<file path="config.mk">
export PLATFORM = sky130hd
export DESIGN_NAME = ram_arbiter
export DESIGN_NICKNAME = d
export VERILOG_FILES = /design/src/rtl/ram_arb_pkg.sv /design/src/rtl/ram_arb_rr.sv /design/src/rtl/ram_arbiter.sv
export SDC_FILE = /design/constraint.sdc
export NUM_CORES = 1
export LEC_CHECK = 0
export BUFFER_PORTS_ARGS = -buffer_cell sky130_fd_sc_hd__buf_2
export CAP_MARGIN = 0
export CORE_AREA = 5 5 113 115
export CTS_CLUSTER_SIZE = 40
export DETAILED_ROUTE_END_ITERATION = 12
export DIE_AREA = 0 0 118 120
export PLACE_DENSITY = 0.82
export SLEW_MARGIN = 20
export SYNTH_ARGS = -nofsm -noshare
export SYNTH_HDL_FRONTEND = slang
export SYNTH_SLANG_ARGS = --single-unit
</file>
<file path="constraint.sdc">
create_clock -name clk -period 5.3 [get_ports clk]
set_clock_uncertainty 0.1 [all_clocks]
set_input_delay 0.795 -clock clk [delete_from_list [all_inputs] [get_ports clk]]
set_output_delay 0.795 -clock clk [all_outputs]
set_load 0.05 [all_outputs]
</file>
<file path="src/rtl/ram_arb_pkg.sv">
// -----------------------------------------------------------------------------
// ram_arb_pkg
// Shared types and constants for the two-master RAM arbiter.
//   arb_state_e    : owner of the previous cycle (IDLE / OWN0 / OWN1)
//   M0, M1         : master indices, also the encoding of the round-robin pointer
//   RAM_DEPTH_DEF  : default RAM depth in 32-bit words
//   word_index()   : byte address -> RAM word index
// -----------------------------------------------------------------------------
package ram_arb_pkg;

   typedef enum logic [1:0] {
      IDLE = 2'd0,
      OWN0 = 2'd1,
      OWN1 = 2'd2
   } arb_state_e;

   localparam logic M0 = 1'b0;
   localparam logic M1 = 1'b1;

   localparam int unsigned RAM_DEPTH_DEF = 4096;

   // The RAM is word-addressed; the two low byte-address bits select a byte
   // lane inside a word and never reach the RAM index.
   function automatic logic [31:0] word_index(input logic [31:0] byte_addr);
      return {2'b00, byte_addr[31:2]};
   endfunction

endpackage

</file>
<file path="src/rtl/ram_arb_rr.sv">
// -----------------------------------------------------------------------------
// ram_arb_rr
// Grant decision for the two-master RAM arbiter: round-robin between the two
// masters, with a burst counter that limits how many consecutive beats one
// master may take while the other one is waiting.
//
// Ports:
//   clk     in   clock
//   rst     in   asynchronous active-high reset
//   req0_i  in   master 0 request
//   req1_i  in   master 1 request
//   gnt0_o  out  master 0 granted this cycle (combinational)
//   gnt1_o  out  master 1 granted this cycle (combinational)
// -----------------------------------------------------------------------------
module ram_arb_rr
   import ram_arb_pkg::*;
#(
   parameter int unsigned BURST_MAX = 4
) (
   input  logic clk,
   input  logic rst,
   input  logic req0_i,
   input  logic req1_i,
   output logic gnt0_o,
   output logic gnt1_o
);

   localparam int unsigned CNT_W = $clog2(BURST_MAX + 1);
   localparam logic [CNT_W-1:0] CNT_MAX = CNT_W'(BURST_MAX);
   localparam logic [CNT_W-1:0] CNT_ONE = CNT_W'(1);

   arb_state_e       state_q,     state_d;
   logic             rr_ptr_q,    rr_ptr_d;
   logic [CNT_W-1:0] burst_cnt_q, burst_cnt_d;

   // NOTE: every signal written in an always_comb block gets a default value
   // first, so no path through the block can leave it unassigned (latch).
   always_comb begin
      gnt0_o      = 1'b0;
      gnt1_o      = 1'b0;
      state_d     = state_q;
      rr_ptr_d    = rr_ptr_q;
      burst_cnt_d = burst_cnt_q;

      unique case (state_q)
         IDLE: begin
            // Contention from idle is settled by the round-robin pointer.
            if (req0_i && (!req1_i || rr_ptr_q == M0)) gnt0_o = 1'b1;
            else if (req1_i)                            gnt1_o = 1'b1;
         end
         OWN0: begin
            // The owner keeps the RAM until it has used its burst allowance
            // and only if the other master is actually waiting.
            if (req0_i && (!req1_i || burst_cnt_q < CNT_MAX)) gnt0_o = 1'b1;
            else if (req1_i)                                   gnt1_o = 1'b1;
         end
         OWN1: begin
            if (req1_i && (!req0_i || burst_cnt_q < CNT_MAX)) gnt1_o = 1'b1;
            else if (req0_i)                                   gnt0_o = 1'b1;
         end
         default: ;
      endcase

      if (gnt0_o) begin
         state_d     = OWN0;
         rr_ptr_d    = M1;
         burst_cnt_d = (state_q != OWN0)        ? CNT_ONE :
                       (burst_cnt_q == CNT_MAX) ? burst_cnt_q : burst_cnt_q + CNT_ONE;
      end else if (gnt1_o) begin
         state_d     = OWN1;
         rr_ptr_d    = M0;
         burst_cnt_d = (state_q != OWN1)        ? CNT_ONE :
                       (burst_cnt_q == CNT_MAX) ? burst_cnt_q : burst_cnt_q + CNT_ONE;
      end else begin
         state_d     = IDLE;
         burst_cnt_d = '0;
      end
   end

   // NOTE: sequential state is updated with non-blocking assignments so every
   // register samples the pre-edge values regardless of statement order.
   always_ff @(posedge clk or posedge rst) begin
      if (rst) begin
         state_q     <= IDLE;
         rr_ptr_q    <= M0;
         burst_cnt_q <= '0;
      end else begin
         state_q     <= state_d;
         rr_ptr_q    <= rr_ptr_d;
         burst_cnt_q <= burst_cnt_d;
      end
   end

endmodule

</file>
<file path="src/rtl/ram_arbiter.sv">
// -----------------------------------------------------------------------------
// ram_arbiter
// Shares one single-port word RAM (synchronous write, combinational read)
// between m0 (core load/store unit) and m1 (debug/DMA loader). The grant is
// combinational; the read response is registered and returned one cycle after
// the access is accepted.
//
// Optional feature, enabled by defining RAM_ARB_ADDR_CHECK_EN:
//   accesses with word index >= DEPTH or a non-word-aligned address are still
//   granted, but the RAM write is suppressed, mx_err_o pulses the next cycle
//   and reads return rvalid with zero data. Without the macro the err outputs
//   stay 0 and addresses reach the RAM unmodified.
//
// Ports:
//   clk, rst                 clock, asynchronous active-high reset
//   mx_req_i / mx_we_i       request and write enable of master x (x = 0,1)
//   mx_addr_i / mx_wdata_i   byte address and write data of master x
//   mx_gnt_o                 master x accepted this cycle
//   mx_rvalid_o / mx_rdata_o read response of master x (one-cycle pulse)
//   mx_err_o                 address error of master x
//   ram_we_o / ram_addr_o / ram_wdata_o   RAM write enable, byte address, data
//   ram_rdata_i              RAM combinational read data for ram_addr_o
// -----------------------------------------------------------------------------
module ram_arbiter
   import ram_arb_pkg::*;
#(
   parameter int unsigned ADDR_W    = 32,
   parameter int unsigned DATA_W    = 32,
   parameter int unsigned DEPTH     = RAM_DEPTH_DEF,
   parameter int unsigned BURST_MAX = 4
) (
   input  logic              clk,
   input  logic              rst,

   input  logic              m0_req_i,
   input  logic              m0_we_i,
   input  logic [ADDR_W-1:0] m0_addr_i,
   input  logic [DATA_W-1:0] m0_wdata_i,
   output logic              m0_gnt_o,
   output logic              m0_rvalid_o,
   output logic [DATA_W-1:0] m0_rdata_o,
   output logic              m0_err_o,

   input  logic              m1_req_i,
   input  logic              m1_we_i,
   input  logic [ADDR_W-1:0] m1_addr_i,
   input  logic [DATA_W-1:0] m1_wdata_i,
   output logic              m1_gnt_o,
   output logic              m1_rvalid_o,
   output logic [DATA_W-1:0] m1_rdata_o,
   output logic              m1_err_o,

   output logic              ram_we_o,
   output logic [ADDR_W-1:0] ram_addr_o,
   output logic [DATA_W-1:0] ram_wdata_o,
   input  logic [DATA_W-1:0] ram_rdata_i
);

`ifdef RAM_ARB_ADDR_CHECK_EN
   localparam logic ADDR_CHECK_EN = 1'b1;
`else
   localparam logic ADDR_CHECK_EN = 1'b0;
`endif

   logic              gnt0, gnt1, any_gnt;
   logic              sel_we;
   logic [ADDR_W-1:0] sel_addr;
   logic [DATA_W-1:0] sel_wdata;
   logic              addr_bad;

   logic [ADDR_W-1:0] last_addr_q;
   logic              rvalid0_q, rvalid0_d, rvalid1_q, rvalid1_d;
   logic              err0_q,    err0_d,    err1_q,    err1_d;
   logic [DATA_W-1:0] rdata0_q,  rdata0_d,  rdata1_q,  rdata1_d;

   ram_arb_rr #(
      .BURST_MAX (BURST_MAX)
   ) u_rr (
      .clk    (clk),
      .rst    (rst),
      .req0_i (m0_req_i),
      .req1_i (m1_req_i),
      .gnt0_o (gnt0),
      .gnt1_o (gnt1)
   );

   assign any_gnt   = gnt0 | gnt1;
   assign sel_we    = gnt1 ? m1_we_i    : m0_we_i;
   assign sel_addr  = gnt1 ? m1_addr_i  : m0_addr_i;
   assign sel_wdata = gnt1 ? m1_wdata_i : m0_wdata_i;

   // With the check compiled out ADDR_CHECK_EN is a constant 0 and the whole
   // term folds away.
   assign addr_bad = ADDR_CHECK_EN & any_gnt &
                     ((word_index(32'(sel_addr)) >= DEPTH) || (sel_addr[1:0] != 2'b00));

   assign m0_gnt_o    = gnt0;
   assign m1_gnt_o    = gnt1;

   assign ram_we_o    = any_gnt & sel_we & ~addr_bad;
   // Holding the last granted address keeps the RAM read port quiet while
   // nobody is using it.
   assign ram_addr_o  = any_gnt ? sel_addr : last_addr_q;
   assign ram_wdata_o = sel_wdata;

   always_comb begin
      rvalid0_d = gnt0 & ~m0_we_i;
      rvalid1_d = gnt1 & ~m1_we_i;
      err0_d    = gnt0 & addr_bad;
      err1_d    = gnt1 & addr_bad;
      rdata0_d  = rdata0_q;
      rdata1_d  = rdata1_q;
      if (rvalid0_d) rdata0_d = addr_bad ? '0 : ram_rdata_i;
      if (rvalid1_d) rdata1_d = addr_bad ? '0 : ram_rdata_i;
   end

   always_ff @(posedge clk or posedge rst) begin
      if (rst) begin
         last_addr_q <= '0;
         rvalid0_q   <= 1'b0;
         rvalid1_q   <= 1'b0;
         err0_q      <= 1'b0;
         err1_q      <= 1'b0;
         rdata0_q    <= '0;
         rdata1_q    <= '0;
      end else begin
         if (any_gnt) last_addr_q <= sel_addr;
         rvalid0_q <= rvalid0_d;
         rvalid1_q <= rvalid1_d;
         err0_q    <= err0_d;
         err1_q    <= err1_d;
         rdata0_q  <= rdata0_d;
         rdata1_q  <= rdata1_d;
      end
   end

   assign m0_rvalid_o = rvalid0_q;
   assign m1_rvalid_o = rvalid1_q;
   assign m0_rdata_o  = rdata0_q;
   assign m1_rdata_o  = rdata1_q;
   assign m0_err_o    = err0_q;
   assign m1_err_o    = err1_q;

endmodule

</file>
==> results.yml <==
run_status:
  outcome: "complete, no violations"
setup_path:
  setup.worst_path.start_class: "flop"
  cp_slowest_cell: "or3_4"
  crit_chain: "or3_1, a21boi_4, buf_4, or3_4, a31oi_1, buf_2"
  worst_r2r_path_depth: 5
  cp.depth: 6
  cp_data_required_time_ns: 4.41
  critPathBufInv: 2
  max_stage_delay_ns: 0.86
  crit_fanout: 67
  crit_path_end_kind: "output pin"
  path_class: "flop to output pin"
  critical_path_arrival_ns: 3.36
  cp_top_family: "simple AND/OR/NAND/NOR gates"
detailed_routing:
  wl_met1_mm: 6.371
  wl_met3_mm: 1.626
  drc: 0
  drt.antenna.violating_nets: 0
  drtPass1Iterations: 6
  drt_iter0_drc: 272
  route.met2.wl_mm: 8.510
  drt-vias-per-instance: 5.444
  vias: 4578
  drt-wirelength-per-cell_um: 20.01
  top_layer_used: "met5"
  routed_wl_mm: 16.83
global_routing:
  track_usage: 0.2313
  grt_pass1_vias: 4975
  grt_max_degree: 68
  grt-ovfl-total: 0
  grt_antenna_before_repair: 4
  grt_pass1_wl_mm: 26.30
clock_network:
  cts_tree: "yes"
  ctsRootBufferMaster: "clkbuf_16"
  clk_latency_ns: 0.33
  htreeDepth: 3
  clkTransAtPathRegs_ns: 0.08
  cts.sinks: 104
  post_cts_resized: 0
  numCtsBuffers: 9
  ctsHoldBuffers: 0
  cts_buffer_depth: 2
  post_cts_buffers: 0
logic_synthesis:
  synthCells: 410
  avgSynthCellArea_um2: 12.57
  syn-cell-area_um2: 5152
  synth.distinct_cells: 38
  ys_ff_latch: 104
  ys_warn_count: 0
  ys_seq_area_frac: 0.5051
pwr:
  p_per_area_nw_per_um2: 508.2
  peakVddDrop_uv: 380.0
  total_power_uw: 3555
  p_leak_uw: 0.003397
floorplan:
  die_y_um: 120
  core.rowCount: 40
  die_area_um2: 14160
  start_util: 0.4400
  die_w_um: 118
  top_level_ports: 301
  core_area_um2: 11710
placed_design:
  gp_congestion: 0.9737
  dp_cells: 824
  portBuffers: 298
  dpl_worst_slack_ns: 1.284
  placed_cell_area_um2: 6704
  dp.final_hpwl_mm: 12.91
layout:
  nNetsFinal: 856
  stdcell_area_um2: 6994
  final_common_cell: "buf_2"
  layout_common_cells: "buf_2 (298), dfrtp_1 (104), mux2_2 (61), a31oi_1 (33)"
  instances_no_fill: 841
  syn_to_final_growth_pct: 35.75
  drive_gt1_frac: 0.6551
sta:
  worst_slew_pin_slew_ns: 0.9942
  rsz0062_at_grt: "false"
  final-setup-viol-count: 0
  post-route-min-period_ns: 4.255
  max_slew_margin: 0.3372
  setup_ws_ns: 1.045
  fin_crit_sh: 0.8028
  hold_violations: 0
  final_max_slew_viol_count: 0
  tns_ns: 0
  max_freq_mhz: 235.0
min_path:
  whs_path_depth: 1
  hp-class: "flop to flop"
run:
  cap_violations: 0
==> synth_stat cells, drive strengths merged <==
cell type / instances / area, um^2
dfrtp: 104 / 2603
mux2: 96 / 1201
a31oi: 33 / 206.5
nor4: 33 / 221.5
o21ai: 33 / 165.2
or3b: 32 / 280.3
clkbuf: 21 / 78.83
buf: 20 / 160.2
inv: 6 / 22.52
nand2: 6 / 22.52
nor2: 3 / 11.26
a21oi: 2 / 10.01
ha: 2 / 25.02
nor2b: 2 / 12.51
nor3: 2 / 15.01
or3: 2 / 12.51
a2111oi: 1 / 8.760
a211oi: 1 / 7.510
a21boi: 1 / 18.77
a21o: 1 / 7.510
a22o: 1 / 8.760
clkinv: 1 / 3.750
conb: 1 / 3.750
nand3: 1 / 5.000
nand3b: 1 / 7.510
o21a: 1 / 7.510
o22a: 1 / 8.760
o32ai: 1 / 8.760
xnor2: 1 / 8.760
==> metrics by stage <==
stage            util  hold WS (ns)
4_1_cts        0.5970        0.3952
2_1_floorplan       -        0.3640
3_3_place_gp   0.5724        0.3681
5_1_grt        0.5972        0.4098
6_report       0.5972        0.3918
3_5_place_dp   0.5724        0.3774
==> state kept, by name, summed over array words and instances, names as in the netlist <==
register and flops:
u_rr.burst_cnt_q 3, m0_rdata_o 32, m0_rvalid_o 1, last_addr_q 32
u_rr.state_q 2, m1_rvalid_o 1, m1_rdata_o 32, u_rr.rr_ptr_q 1
==> where the power goes <==
group | switching, uW | total [uW] | internal, uW
clock | 308 | 640 | 332
sequential | 103 | 1120 | 1020
combinational | 1320 | 1800 | 478
total | 1730 | 3550 | 1820
==> logic make-up after synthesis <==
group,Yosys count,synth area share
flops,104,0.5051
mux,96,0.2331
simple gates,82,0.1141
compound gates,76,0.08888
buf+inv,48,0.05148
fa+ha+maj,2,0.004856
other cells,1,0.0007278
xor+xnor,1,0.001700
==> layout make-up <==
| type | instances | area, um^2 |
|---|---|---|
| repair buffers | 307 | 1559 |
| well taps | 147 | 183.9 |
| multi-input cells | 259 | 2330 |
| flip-flops and latches | 104 | 2603 |
| diodes | 1 | 2.502 |
| inverters | 7 | 28.78 |
| clock buffers | 10 | 229.0 |
| clock inverters | 6 | 58.81 |
| fillers | 1003 | 4717 |
==> path summary, 6_finish.rpt <==
check                                                 from                    endpoint  slack (ns)
worst max register to register   u_rr.state_q[0]$_DFF_PP0_   last_addr_q[31]$_DFF_PP0_        2.28
worst min register to register  m1_rdata_o[23]$_DFFE_PP0P_  m1_rdata_o[23]$_DFFE_PP0P_        0.39
worst max-delay path             u_rr.state_q[0]$_DFF_PP0_              ram_addr_o[31]        1.04
worst min-delay path            m1_rdata_o[23]$_DFFE_PP0P_  m1_rdata_o[23]$_DFFE_PP0P_        0.39
max in group asynchronous                              rst   m0_rdata_o[4]$_DFFE_PP0P_        3.57
min in group asynchronous                              rst  m1_rdata_o[27]$_DFFE_PP0P_        0.43
==> routing by layer <==
layer	vias to the layer above	track usage
li1	2080	-
met4	6	0.07025
met1	2218	0.2591
met3	24	0.09425
met5	-	0
met2	250	0.4035
==> worst register-to-register path, stage by stage, from the launching register on <==
cell and delay [ns]:
dfrtp_1 0.49, or3_1 0.46, a21boi_4 0.14, buf_4 0.38, or3_4 0.87, a31oi_1 0.37
Power figures use the tool's default switching activity.
